File: config.mk
export PLATFORM = sky130hd
export DESIGN_NAME = regfile_wb_arbiter_flat
export DESIGN_NICKNAME = d
export VERILOG_FILES = /design/src/rtl/regfile_wb_arbiter_pkg.sv /design/src/rtl/regfile_wb_arbiter_if.sv /design/src/rtl/regfile_wb_arbiter_fifo.sv /design/src/rtl/regfile_wb_arbiter.sv /design/src/flat_wrapper.sv
export SDC_FILE = /design/constraint.sdc
export NUM_CORES = 1
export LEC_CHECK = 0
export CAP_MARGIN = 30
export CORE_UTILIZATION = 40
export DETAILED_ROUTE_END_ITERATION = 10
export PLACE_DENSITY = 0.7
export SLEW_MARGIN = 25
export SYNTH_ARGS = -nofsm -noshare
export SYNTH_HDL_FRONTEND = slang
export SYNTH_HIERARCHICAL = 1
export SYNTH_SLANG_ARGS = --single-unit
File: constraint.sdc
create_clock -name clk -period 4.6 [get_ports clk]
set_input_delay 0.92 -clock clk [delete_from_list [all_inputs] [get_ports clk]]
set_output_delay 0.92 -clock clk [all_outputs]
set_load 0.1 [all_outputs]
File: src/rtl/regfile_wb_arbiter_pkg.sv
// Shared types and defaults for the register-file writeback arbiter.
package wb_arb_pkg;

    localparam int unsigned REG_AW           = 5;
    localparam int unsigned DATA_W           = 32;
    localparam int unsigned NUM_REGS         = 32;
    localparam int unsigned STARVE_LIMIT_DEF = 4;
    localparam int unsigned Q_DEPTH_DEF      = 2;

    typedef struct packed {
        logic [REG_AW-1:0] rd;
        logic [DATA_W-1:0] data;
    } wb_req_t;

    // One-hot register mask; x0 is never tracked.
    function automatic logic [NUM_REGS-1:0] rd_onehot(input logic [REG_AW-1:0] rd);
        logic [NUM_REGS-1:0] m;
        m    = NUM_REGS'(1) << rd;
        m[0] = 1'b0;
        return m;
    endfunction

endpackage

File: src/rtl/regfile_wb_arbiter_if.sv
// Writeback request ports, register-file write port and pending mask.
interface regfile_wb_arbiter_if;
    import wb_arb_pkg::*;

    logic                req0_valid;
    logic [REG_AW-1:0]   req0_rd;
    logic [DATA_W-1:0]   req0_data;
    logic                req0_ready;
    logic                req1_valid;
    logic [REG_AW-1:0]   req1_rd;
    logic [DATA_W-1:0]   req1_data;
    logic                req1_ready;
    logic                rf_write_en;
    logic [REG_AW-1:0]   rf_rd;
    logic [DATA_W-1:0]   rf_write_data;
    logic [NUM_REGS-1:0] pending;

    modport master (
        output req0_valid, req0_rd, req0_data, req1_valid, req1_rd, req1_data,
        input  req0_ready, req1_ready, rf_write_en, rf_rd, rf_write_data, pending
    );

    modport slave (
        input  req0_valid, req0_rd, req0_data, req1_valid, req1_rd, req1_data,
        output req0_ready, req1_ready, rf_write_en, rf_rd, rf_write_data, pending
    );

endinterface

File: src/rtl/regfile_wb_arbiter_fifo.sv
// Port-1 writeback queue: circular buffer with explicit occupancy count.
module wb_fifo
    import wb_arb_pkg::*;
#(
    parameter  int unsigned DEPTH = Q_DEPTH_DEF,
    localparam int unsigned PTR_W = (DEPTH > 1) ? $clog2(DEPTH) : 1,
    localparam int unsigned CNT_W = $clog2(DEPTH + 1)
) (
    input  logic              clk,
    input  logic              rst,
    input  logic              push,
    input  wb_req_t           push_req,
    input  logic              pop,
    output wb_req_t           head,
    output logic              full,
    output logic              empty,
    output logic [CNT_W-1:0]  count,
    output logic [REG_AW-1:0] entry_rd [DEPTH],
    output logic [DEPTH-1:0]  entry_valid
);

    wb_req_t          mem [DEPTH];
    logic [PTR_W-1:0] rd_ptr;
    logic [PTR_W-1:0] wr_ptr;

    function automatic logic [PTR_W-1:0] ptr_inc(input logic [PTR_W-1:0] p);
        return (p == PTR_W'(DEPTH - 1)) ? '0 : p + PTR_W'(1);
    endfunction

    always_ff @(posedge clk) begin
        if (rst) begin
            rd_ptr <= '0;
            wr_ptr <= '0;
            count  <= '0;
        end else begin
            if (push) wr_ptr <= ptr_inc(wr_ptr);
            if (pop)  rd_ptr <= ptr_inc(rd_ptr);
            count <= count + CNT_W'(push) - CNT_W'(pop);
        end
    end

    always_ff @(posedge clk) begin
        if (!rst && push) mem[wr_ptr] <= push_req;
    end

    assign head  = mem[rd_ptr];
    assign full  = (count == CNT_W'(DEPTH));
    assign empty = (count == '0);

    // Slot i is live when it lies in the circular range [rd_ptr, wr_ptr).
    always_comb begin
        entry_valid = '0;
        for (int i = 0; i < int'(DEPTH); i++) begin
            entry_rd[i] = mem[i].rd;
            if (full)
                entry_valid[i] = 1'b1;
            else if (wr_ptr >= rd_ptr)
                entry_valid[i] = (PTR_W'(i) >= rd_ptr) && (PTR_W'(i) < wr_ptr);
            else
                entry_valid[i] = (PTR_W'(i) >= rd_ptr) || (PTR_W'(i) < wr_ptr);
        end
    end

endmodule

File: src/rtl/regfile_wb_arbiter.sv
// Arbitrates core (port 0) and queued multi-cycle unit (port 1) writebacks onto one RF write port.
module regfile_wb_arbiter
    import wb_arb_pkg::*;
#(
    parameter int unsigned STARVE_LIMIT = STARVE_LIMIT_DEF,
    parameter int unsigned Q_DEPTH      = Q_DEPTH_DEF
) (
    input  logic               clk,
    input  logic               rst,
    regfile_wb_arbiter_if.slave wb
);

    localparam int unsigned SC_W  = (STARVE_LIMIT > 0) ? $clog2(STARVE_LIMIT + 1) : 1;
    localparam int unsigned CNT_W = $clog2(Q_DEPTH + 1);

    wb_req_t             push_req;
    wb_req_t             head;
    wb_req_t             grant_req;
    logic                push;
    logic                full;
    logic                empty;
    logic [CNT_W-1:0]    count;
    logic [REG_AW-1:0]   entry_rd [Q_DEPTH];
    logic [Q_DEPTH-1:0]  entry_valid;
    logic [NUM_REGS-1:0] fifo_mask;
    logic [SC_W-1:0]     starve_cnt;
    logic                head_starved;
    logic                req0_blocked;
    logic                req0_eligible;
    logic                grant_req0;
    logic                grant_head;

    assign push_req = '{rd: wb.req1_rd, data: wb.req1_data};

    wb_fifo #(.DEPTH(Q_DEPTH)) u_fifo (
        .clk         (clk),
        .rst         (rst),
        .push        (push),
        .push_req    (push_req),
        .pop         (grant_head),
        .head        (head),
        .full        (full),
        .empty       (empty),
        .count       (count),
        .entry_rd    (entry_rd),
        .entry_valid (entry_valid)
    );

    // Registers targeted by any queued entry.
    always_comb begin
        fifo_mask = '0;
        for (int i = 0; i < int'(Q_DEPTH); i++) begin
            if (entry_valid[i]) fifo_mask = fifo_mask | rd_onehot(entry_rd[i]);
        end
    end

    // A same-cycle port-1 push to the same rd is older than req0, so it blocks req0 too.
    always_comb begin
        push          = 1'b0;
        head_starved  = 1'b0;
        req0_blocked  = 1'b0;
        req0_eligible = 1'b0;
        grant_req0    = 1'b0;
        grant_head    = 1'b0;
        grant_req     = '0;
        if (!rst) begin
            push          = wb.req1_valid && !full;
            head_starved  = !empty && (starve_cnt == SC_W'(STARVE_LIMIT));
            req0_blocked  = (wb.req0_rd != '0) &&
                            (fifo_mask[wb.req0_rd] || (push && (wb.req1_rd == wb.req0_rd)));
            req0_eligible = !head_starved && !req0_blocked;
            grant_req0    = req0_eligible && wb.req0_valid;
            grant_head    = !grant_req0 && !empty;
            if (grant_req0)
                grant_req = '{rd: wb.req0_rd, data: wb.req0_data};
            else if (grant_head)
                grant_req = head;
        end
    end

    always_ff @(posedge clk) begin
        if (rst)
            starve_cnt <= '0;
        else if (empty || grant_head)
            starve_cnt <= '0;
        else if (starve_cnt != SC_W'(STARVE_LIMIT))
            starve_cnt <= starve_cnt + SC_W'(1);
    end

    assign wb.req0_ready    = req0_eligible;
    assign wb.req1_ready    = !rst && !full;
    assign wb.rf_write_en   = (grant_req0 || grant_head) && (grant_req.rd != '0);
    assign wb.rf_rd         = grant_req.rd;
    assign wb.rf_write_data = grant_req.data;
    assign wb.pending       = rst ? '0 : fifo_mask;

    assert property (@(posedge clk) disable iff (rst)
        (32'(count) <= Q_DEPTH) && (empty == (count == '0)));

endmodule

File: src/flat_wrapper.sv
// flat-port wrapper written by rule: the top's interface ports become plain ports
module regfile_wb_arbiter_flat import wb_arb_pkg::*;
#(
    parameter int unsigned STARVE_LIMIT = STARVE_LIMIT_DEF,
    parameter int unsigned Q_DEPTH      = Q_DEPTH_DEF
)
  (clk, rst, wb_req0_valid, wb_req0_rd, wb_req0_data, wb_req1_valid, wb_req1_rd, wb_req1_data, wb_req0_ready, wb_req1_ready, wb_rf_write_en, wb_rf_rd, wb_rf_write_data, wb_pending);
  regfile_wb_arbiter_if wb_i ();
  input  logic clk;
  input  logic rst;
  input wire logic [$bits(wb_i.req0_valid)-1:0] wb_req0_valid;
  input wire logic [$bits(wb_i.req0_rd)-1:0] wb_req0_rd;
  input wire logic [$bits(wb_i.req0_data)-1:0] wb_req0_data;
  input wire logic [$bits(wb_i.req1_valid)-1:0] wb_req1_valid;
  input wire logic [$bits(wb_i.req1_rd)-1:0] wb_req1_rd;
  input wire logic [$bits(wb_i.req1_data)-1:0] wb_req1_data;
  output wire logic [$bits(wb_i.req0_ready)-1:0] wb_req0_ready;
  output wire logic [$bits(wb_i.req1_ready)-1:0] wb_req1_ready;
  output wire logic [$bits(wb_i.rf_write_en)-1:0] wb_rf_write_en;
  output wire logic [$bits(wb_i.rf_rd)-1:0] wb_rf_rd;
  output wire logic [$bits(wb_i.rf_write_data)-1:0] wb_rf_write_data;
  output wire logic [$bits(wb_i.pending)-1:0] wb_pending;
  assign wb_i.req0_valid = wb_req0_valid;
  assign wb_i.req0_rd = wb_req0_rd;
  assign wb_i.req0_data = wb_req0_data;
  assign wb_i.req1_valid = wb_req1_valid;
  assign wb_i.req1_rd = wb_req1_rd;
  assign wb_i.req1_data = wb_req1_data;
  assign wb_req0_ready = wb_i.req0_ready;
  assign wb_req1_ready = wb_i.req1_ready;
  assign wb_rf_write_en = wb_i.rf_write_en;
  assign wb_rf_rd = wb_i.rf_rd;
  assign wb_rf_write_data = wb_i.rf_write_data;
  assign wb_pending = wb_i.pending;
  regfile_wb_arbiter #(.STARVE_LIMIT(STARVE_LIMIT), .Q_DEPTH(Q_DEPTH)) u_core (.clk(clk), .rst(rst), .wb(wb_i));
endmodule
=== Word level (Yosys, flattened, before mapping) ===
Memories as Yosys holds them, arrays and structs flattened. A register that Yosys moved wholly into a read port is not among the register bits.
Cells that the tools add are included.

* Reductions and logical operators: 27
* Shift-type cells: 2
* Multiplexer cells: 22
* Eq/ne operators: 4
* Bitwise logic cells: 1
* Add/sub/neg operators: 5
* Magnitude comparators: 6

{| class="wikitable"
|+ Operators with widths
! operator !! count
|-
| 37-bit two-way mux || 3
|-
| 32-bit two-way mux || 3
|-
| 1-bit by 5-bit left shift with 32-bit output (first input constant) || 2
|-
| 32-bit OR || 1
|-
| 1-bit two-way mux || 15
|-
| 1-bit logical AND || 12
|-
| 5-bit nonzero test || 2
|-
| 1-bit zero test || 6
|-
| 5-bit by 6-bit less-than comparator with 1-bit output (second input constant) || 1
|-
| 1-bit binary-select mux with 5-bit select || 1
|-
| 5-bit == test || 1
|-
| 1-bit logical OR || 5
|-
| 3-bit by 1-bit adder with 3-bit output (second input constant) || 1
|-
| 3-bit == test (second input constant) || 1
|-
| 3-bit inequality test (second input constant) || 1
|-
| 1-bit adder (second input constant) || 2
|-
| 2-bit by 1-bit adder with 2-bit output || 1
|-
| 2-bit == test (second input constant) || 1
|-
| 1-bit greater-or-equal comparator (first input constant) || 2
|-
| 2-bit zero test || 1
|-
| 1-bit less-than comparator (first input constant) || 2
|-
| 2-bit OR reduction || 1
|-
| 2-bit by 1-bit subtractor with 2-bit output || 1
|-
| 1-bit greater-or-equal comparator || 1
|}

* Bits in registers: 7
* Logic and storage cells: 72
* RAM bits: 74
* Memories kept: 1
* Output and inout port bits: 72

{| class="wikitable"
|+ Memories
! memory !! depth !! width !! read ports !! clocked after Yosys merged registers in !! write ports !! RTL line !! RTL
|-
| u_core.u_fifo.mem || 2 || 37 || 3 || 1 || 1 || regfile_wb_arbiter_fifo.sv:22 || <nowiki>wb_req_t mem [DEPTH];</nowiki>
|}

=== Longest topological paths before layout ===
* Depth in word-level cells: 21
* Gate-level depth with buffers: 17
* Mapped depth without buffers: 14

=== Hierarchy ===
Netlist, hierarchy kept.

{| class="wikitable"
|+ Modules (own cells, without submodules)
! module !! times used !! seq. area each (µm²) !! area each (µm²) !! cells each
|-
| wb_fifo || 1 || 2322.2 || 3136.8 || 149
|-
| regfile_wb_arbiter || 1 || 60.1 || 2050.7 || 306
|}

=== Worst setup path after synthesis ===
Ideal clock, no wire load.

* Path type: input port to flip-flop
* Start: input rst
* End: memory u_core/u_fifo/mem[0][0] (netlist name) (enable)
* Data arrival time: 5.495 ns
* Path buffers: 1
* Slack: -1.380 ns
* Stages on the path: 4
* Path through: clkbuf_1 > nor2_1 > and2_1 > nor3b_1

* Cells in the longest elaborated chain, start to end: 4
* Elaborated cells on any way between the ends: 5

{| class="wikitable"
|+ Ends and longest elaborated chain
! element !! RTL line !! RTL
|-
| start, declared || flat_wrapper.sv:10 || <nowiki>input logic rst;</nowiki>
|-
| 1-bit two-way mux || regfile_wb_arbiter.sv:66 || <nowiki>if (!rst) begin</nowiki>
|-
| named net u_core.push || regfile_wb_arbiter.sv:19 || <nowiki>logic push;</nowiki>
|-
| 1-bit logical AND || regfile_wb_arbiter_fifo.sv:43 || <nowiki>if (!rst && push) mem[wr_ptr] <= push_req;</nowiki>
|-
| 1-bit two-way mux || regfile_wb_arbiter_fifo.sv:43 ||
|-
| 1-bit two-way mux (implied by the code) || regfile_wb_arbiter_fifo.sv:43 ||
|-
| end, declared || regfile_wb_arbiter_fifo.sv:22 ||
|}

The timed path passes the listed nets, and every way through them passes these cells.

=== Worst setup path in the final report ===
* Start: register u_core.u_fifo.count[1]
* End: output wb_rf_write_data[11]

* Elaborated cells on any way between the ends: 25

{| class="wikitable"
|+ RTL lines
! element !! RTL line !! RTL
|-
| start, declared || regfile_wb_arbiter_fifo.sv:17 || <nowiki>output logic [CNT_W-1:0] count,</nowiki>
|-
| start signal, assigned || regfile_wb_arbiter_fifo.sv:38 || <nowiki>count <= count + CNT_W'(push) - CNT_W'(pop);</nowiki>
|-
| 2-bit == test * || regfile_wb_arbiter_fifo.sv:47 || <nowiki>assign full = (count == CNT_W'(DEPTH));</nowiki>
|-
| named net u_core.full || regfile_wb_arbiter.sv:20 || <nowiki>logic full;</nowiki>
|-
| 1-bit two-way mux * || regfile_wb_arbiter_fifo.sv:55 || <nowiki>if (full)</nowiki>
|-
| named net u_core.entry_valid[1] || regfile_wb_arbiter.sv:24 || <nowiki>logic [Q_DEPTH-1:0] entry_valid;</nowiki>
|-
| 32-bit two-way mux * || regfile_wb_arbiter.sv:53 || <nowiki>if (entry_valid[i]) fifo_mask = fifo_mask | rd_onehot(entry_rd[i]);</nowiki>
|-
| 1-bit binary-select mux with 5-bit select * || regfile_wb_arbiter.sv:70 || <nowiki>(fifo_mask[wb.req0_rd] || (push && (wb.req1_rd == wb.req0_rd)));</nowiki>
|-
| 1-bit two-way mux (implied by the code) * || regfile_wb_arbiter.sv:70 ||
|-
| 1-bit logical OR * || regfile_wb_arbiter.sv:70 ||
|-
| 1-bit logical AND * || regfile_wb_arbiter.sv:69 || <nowiki>req0_blocked = (wb.req0_rd != '0) &&</nowiki>
|-
| 1-bit zero test * || regfile_wb_arbiter.sv:71 || <nowiki>req0_eligible = !head_starved && !req0_blocked;</nowiki>
|-
| 1-bit logical AND * || regfile_wb_arbiter.sv:71 ||
|-
| 1-bit logical AND * || regfile_wb_arbiter.sv:72 || <nowiki>grant_req0 = req0_eligible && wb.req0_valid;</nowiki>
|-
| 1-bit zero test || regfile_wb_arbiter.sv:73 || <nowiki>grant_head = !grant_req0 && !empty;</nowiki>
|-
| 1-bit logical AND || regfile_wb_arbiter.sv:73 ||
|-
| 37-bit two-way mux || regfile_wb_arbiter.sv:76 || <nowiki>else if (grant_head)</nowiki>
|-
| 37-bit two-way mux * || regfile_wb_arbiter.sv:74 || <nowiki>if (grant_req0)</nowiki>
|-
| 37-bit two-way mux * || regfile_wb_arbiter.sv:66 ||
|-
| end, declared || flat_wrapper.sv:21 || <nowiki>output wire logic [$bits(wb_i.rf_write_data)-1:0] wb_rf_write_data;</nowiki>
|}

Mark *: on every way through the listed nets, which the timed path passes. The rest lies on a longest branch. The select of a mux whose other input is x is not followed.

==> results.json <==
{
  "fin_util_pct": 64.1,
  "wl_per_cell_um": 19.0,
  "cts_sinks": 82,
  "cts_tree": "yes",
  "drtAntennaViolNets": 0,
  "hold_buffers": 0,
  "hold_violations": 0,
  "hpwl_um": 11200,
  "slew_violations": 0,
  "slew_headroom_pct": 47.6,
  "route.detailed.drc": 0,
  "cap_violations": 0,
  "vias": 4203,
  "viasPerCell": 5.44,
  "synth_largest_area_cell": "edfxtp_1",
  "r2r_start": "u_core/u_fifo/count[1]",
  "drive_gt1_share_pct": 34.9,
  "drt_first_pass_iters": 5,
  "outcome": "completed",
  "rows": 41,
  "startpoint": "u_core/u_fifo/count[1]",
  "irDropWorstVdd_v": 0.000374,
  "worst_pin_slew_ns": 0.784,
  "finalNonFillerCells": 773,
  "synth_edf_count": 74,
  "max_freq_mhz": 223,
  "gp_congestion": 0.923,
  "synth_top_cells_by_area": "edfxtp_1 43%, mux2_4 8.7%, inv_1 5.6%",
  "grt_max_degree": 41,
  "ys_warn_count": 6,
  "avgSynthCellArea_um2": 11.4,
  "synthFlopType": "edfxtp_1",
  "syn-cell-area_um2": 5190,
  "drt_iter0_markers": 332,
  "numPortBuffers": 148,
  "synth-async-reset-ratio_pct": 0,
  "n_antenna_cell": 0,
  "min_from": "u_core/starve_cnt[0]",
  "grt_pass1_wl_um": 22500,
  "path_clk_slew_ns": 0.06,
  "syn-num-nets": 537,
  "finalClockSkew_ns": 0.00295,
  "synthCells": 455,
  "worstSetupPathType": "reg -> out",
  "dieArea_um2": 13400,
  "fp.dieW_um": 116,
  "synth_seq_cells": 82,
  "coreArea_um2": 12600,
  "numCtsBuffers": 9,
  "grt_remaining_overflow": 0,
  "cts-root-buf": "clkbuf_16",
  "crit_path_end_kind": "primary output",
  "clk_latency_ns": 0.33,
  "cp_max_fo": 18,
  "worstSetupStartpointType": "flip-flop",
  "layout_setup_ws_ns": 0.117,
  "grt_use_total_pct": 22.4,
  "period_share_pct": 97.5,
  "wl_um": 14700,
  "cts.path.max_buffers": 2,
  "ios": 150,
  "cp.required_ns": 3.68,
  "initial_core_util_pct": 41.1,
  "arrival_ns": 3.56,
  "area_growth_pct": 55.8,
  "hp-class": "reg -> reg",
  "pre_cts_ws_ns": 0.0243,
  "yosysTopAreaCellShare_pct": 42.8,
  "p_leak_nw": 3.08,
  "fin_nets": 678,
  "setup_violations": 0,
  "synth_cell_types": 60,
  "first_global_vias": 4144,
  "p_per_area_nw_per_um2": 389,
  "antenna_found_initial": 0,
  "fin_crit_ns": 4.48,
  "placed_cells": 753,
  "fp.dieH_um": 116,
  "ctsHtreeMaxLevel": 3,
  "ys_seq_area_share_pct": 45.9,
  "r2r_setup_slack_ns": 0.83,
  "fin_setup_tns_ns": 0
}
-- cell type report --
cell class	instances	area (um2)
Clock buffer	10	229
Clock inverter	6	42.5
Fill cell	998	4540
Inverter	77	292
Multi-Input combinational cell	254	2860
Sequential cell	82	2380
Tap cell	172	215
Timing Repair Buffer	172	2070
-- metal layers --
metal	track usage [%]	wire length, um	up-vias	share of wire [%]
met3	4.08	877	11	6.0
met4	5.81	128	0	0.87
li1	-	-	1971	-
met1	29.5	6060	2052	41
met5	0	0	-	0
met2	38.1	7630	169	52
-- sequential cells by signal (all words and copies together) (netlist names), named ones only --
name / count
u_core/u_fifo/mem: 74
u_core/starve_cnt: 3
u_core/u_fifo/rd_ptr: 1
u_core/u_fifo/wr_ptr: 1
u_core/u_fifo/count: 2
-- cell families after synthesis --
group                      after synthesis  synth area share [%]
buffers and inverters                  119                  11.0
muxes                                   43                  11.9
and+or+nand+nor                         99                  11.7
DFF                                     82                  45.9
AOI/OAI and AO/OA                       99                  16.9
adders and majority gates                4                 0.965
other                                    1                0.0723
xor gates and xnor gates                 8                  1.62
-- synth_stat cells (3+ instances only) --
cell / n
nor2_1: 33
mux2_4: 30
inv_1: 77
and2_1: 3
and3_1: 3
buf_2: 8
edfxtp_1: 74
a221oi_1: 7
o32ai_1: 31
a22o_1: 7
mux2_2: 8
dfxtp_1: 8
nor2b_1: 16
o32ai_2: 8
and4b_1: 6
and4bb_2: 5
buf_12: 3
o21ai_0: 6
nor3_1: 6
nor3b_1: 3
nand2b_1: 5
mux2i_1: 3
xor2_1: 3
xnor2_1: 4
nand2_1: 5
a22oi_1: 20
buf_4: 11
buf_6: 3
clkbuf_1: 16
ha_1: 4
-- where the power goes --
group / internal [mW] / switching [mW]
Combinational: 0.614 / 0.970
Clock: 0.367 / 0.282
Sequential: 0.859 / 0.0496
-- final timing paths --
check,end,cells past startpoint
worst max register to register,u_core/u_fifo/count[1],16
worst max-delay path,wb_rf_write_data[11],11
worst min-delay path,u_core/starve_cnt[0],1
worst min register to register,u_core/starve_cnt[0],1
-- critical path, stage by stage (launching register included) --
cell,delay [ns]
dfxtp_1,0.36
nor2b_2,0.22
o21bai_2,0.25
and4bb_2,0.37
a22oi_1,0.13
mux2_2,0.33
o311ai_2,0.33
o32ai_4,0.15
o2111a_2,0.34
buf_12,0.20
o32ai_4,0.31
buf_12,0.21
-- what timing repair did --
action / CTS / global route
pin swaps: 1 / 1
buffers inserted: 1 / 1
cloned: 1 / 0
endpoints found under the setup margin: 35 / 39
resized for setup: 3 / 12
-- cell usage in the layout (no fill, tap or decap), types with 3 or more instances in the layout --
cell,n
a221oi_1,7
a22o_1,7
a22oi_1,20
and2_1,3
and3_1,3
and4b_1,5
and4bb_2,5
buf_12,44
buf_4,49
clkbuf_16,9
clkdlybuf4s50_1,76
dfxtp_1,7
edfxtp_1,74
ha_1,4
inv_1,76
mux2_2,8
mux2_4,30
mux2i_1,3
nand2_1,5
nand2b_1,5
nor2_1,33
nor2b_1,15
nor3_1,5
o21ai_0,6
o32ai_2,10
o32ai_4,29
xnor2_1,4
-- through the flow --
step	power [mW]	area [um2]	hold slack, ns
3_5_place_dp	2.49	7690	0.468
3_3_place_gp	2.48	7690	0.441
4_1_cts	3.16	8000	0.477
6_report	3.14	8080	0.473
2_1_floorplan	2.03	5740	0.432
5_1_grt	3.26	8080	0.515
Note: power is estimated with default switching activity, not from simulation.
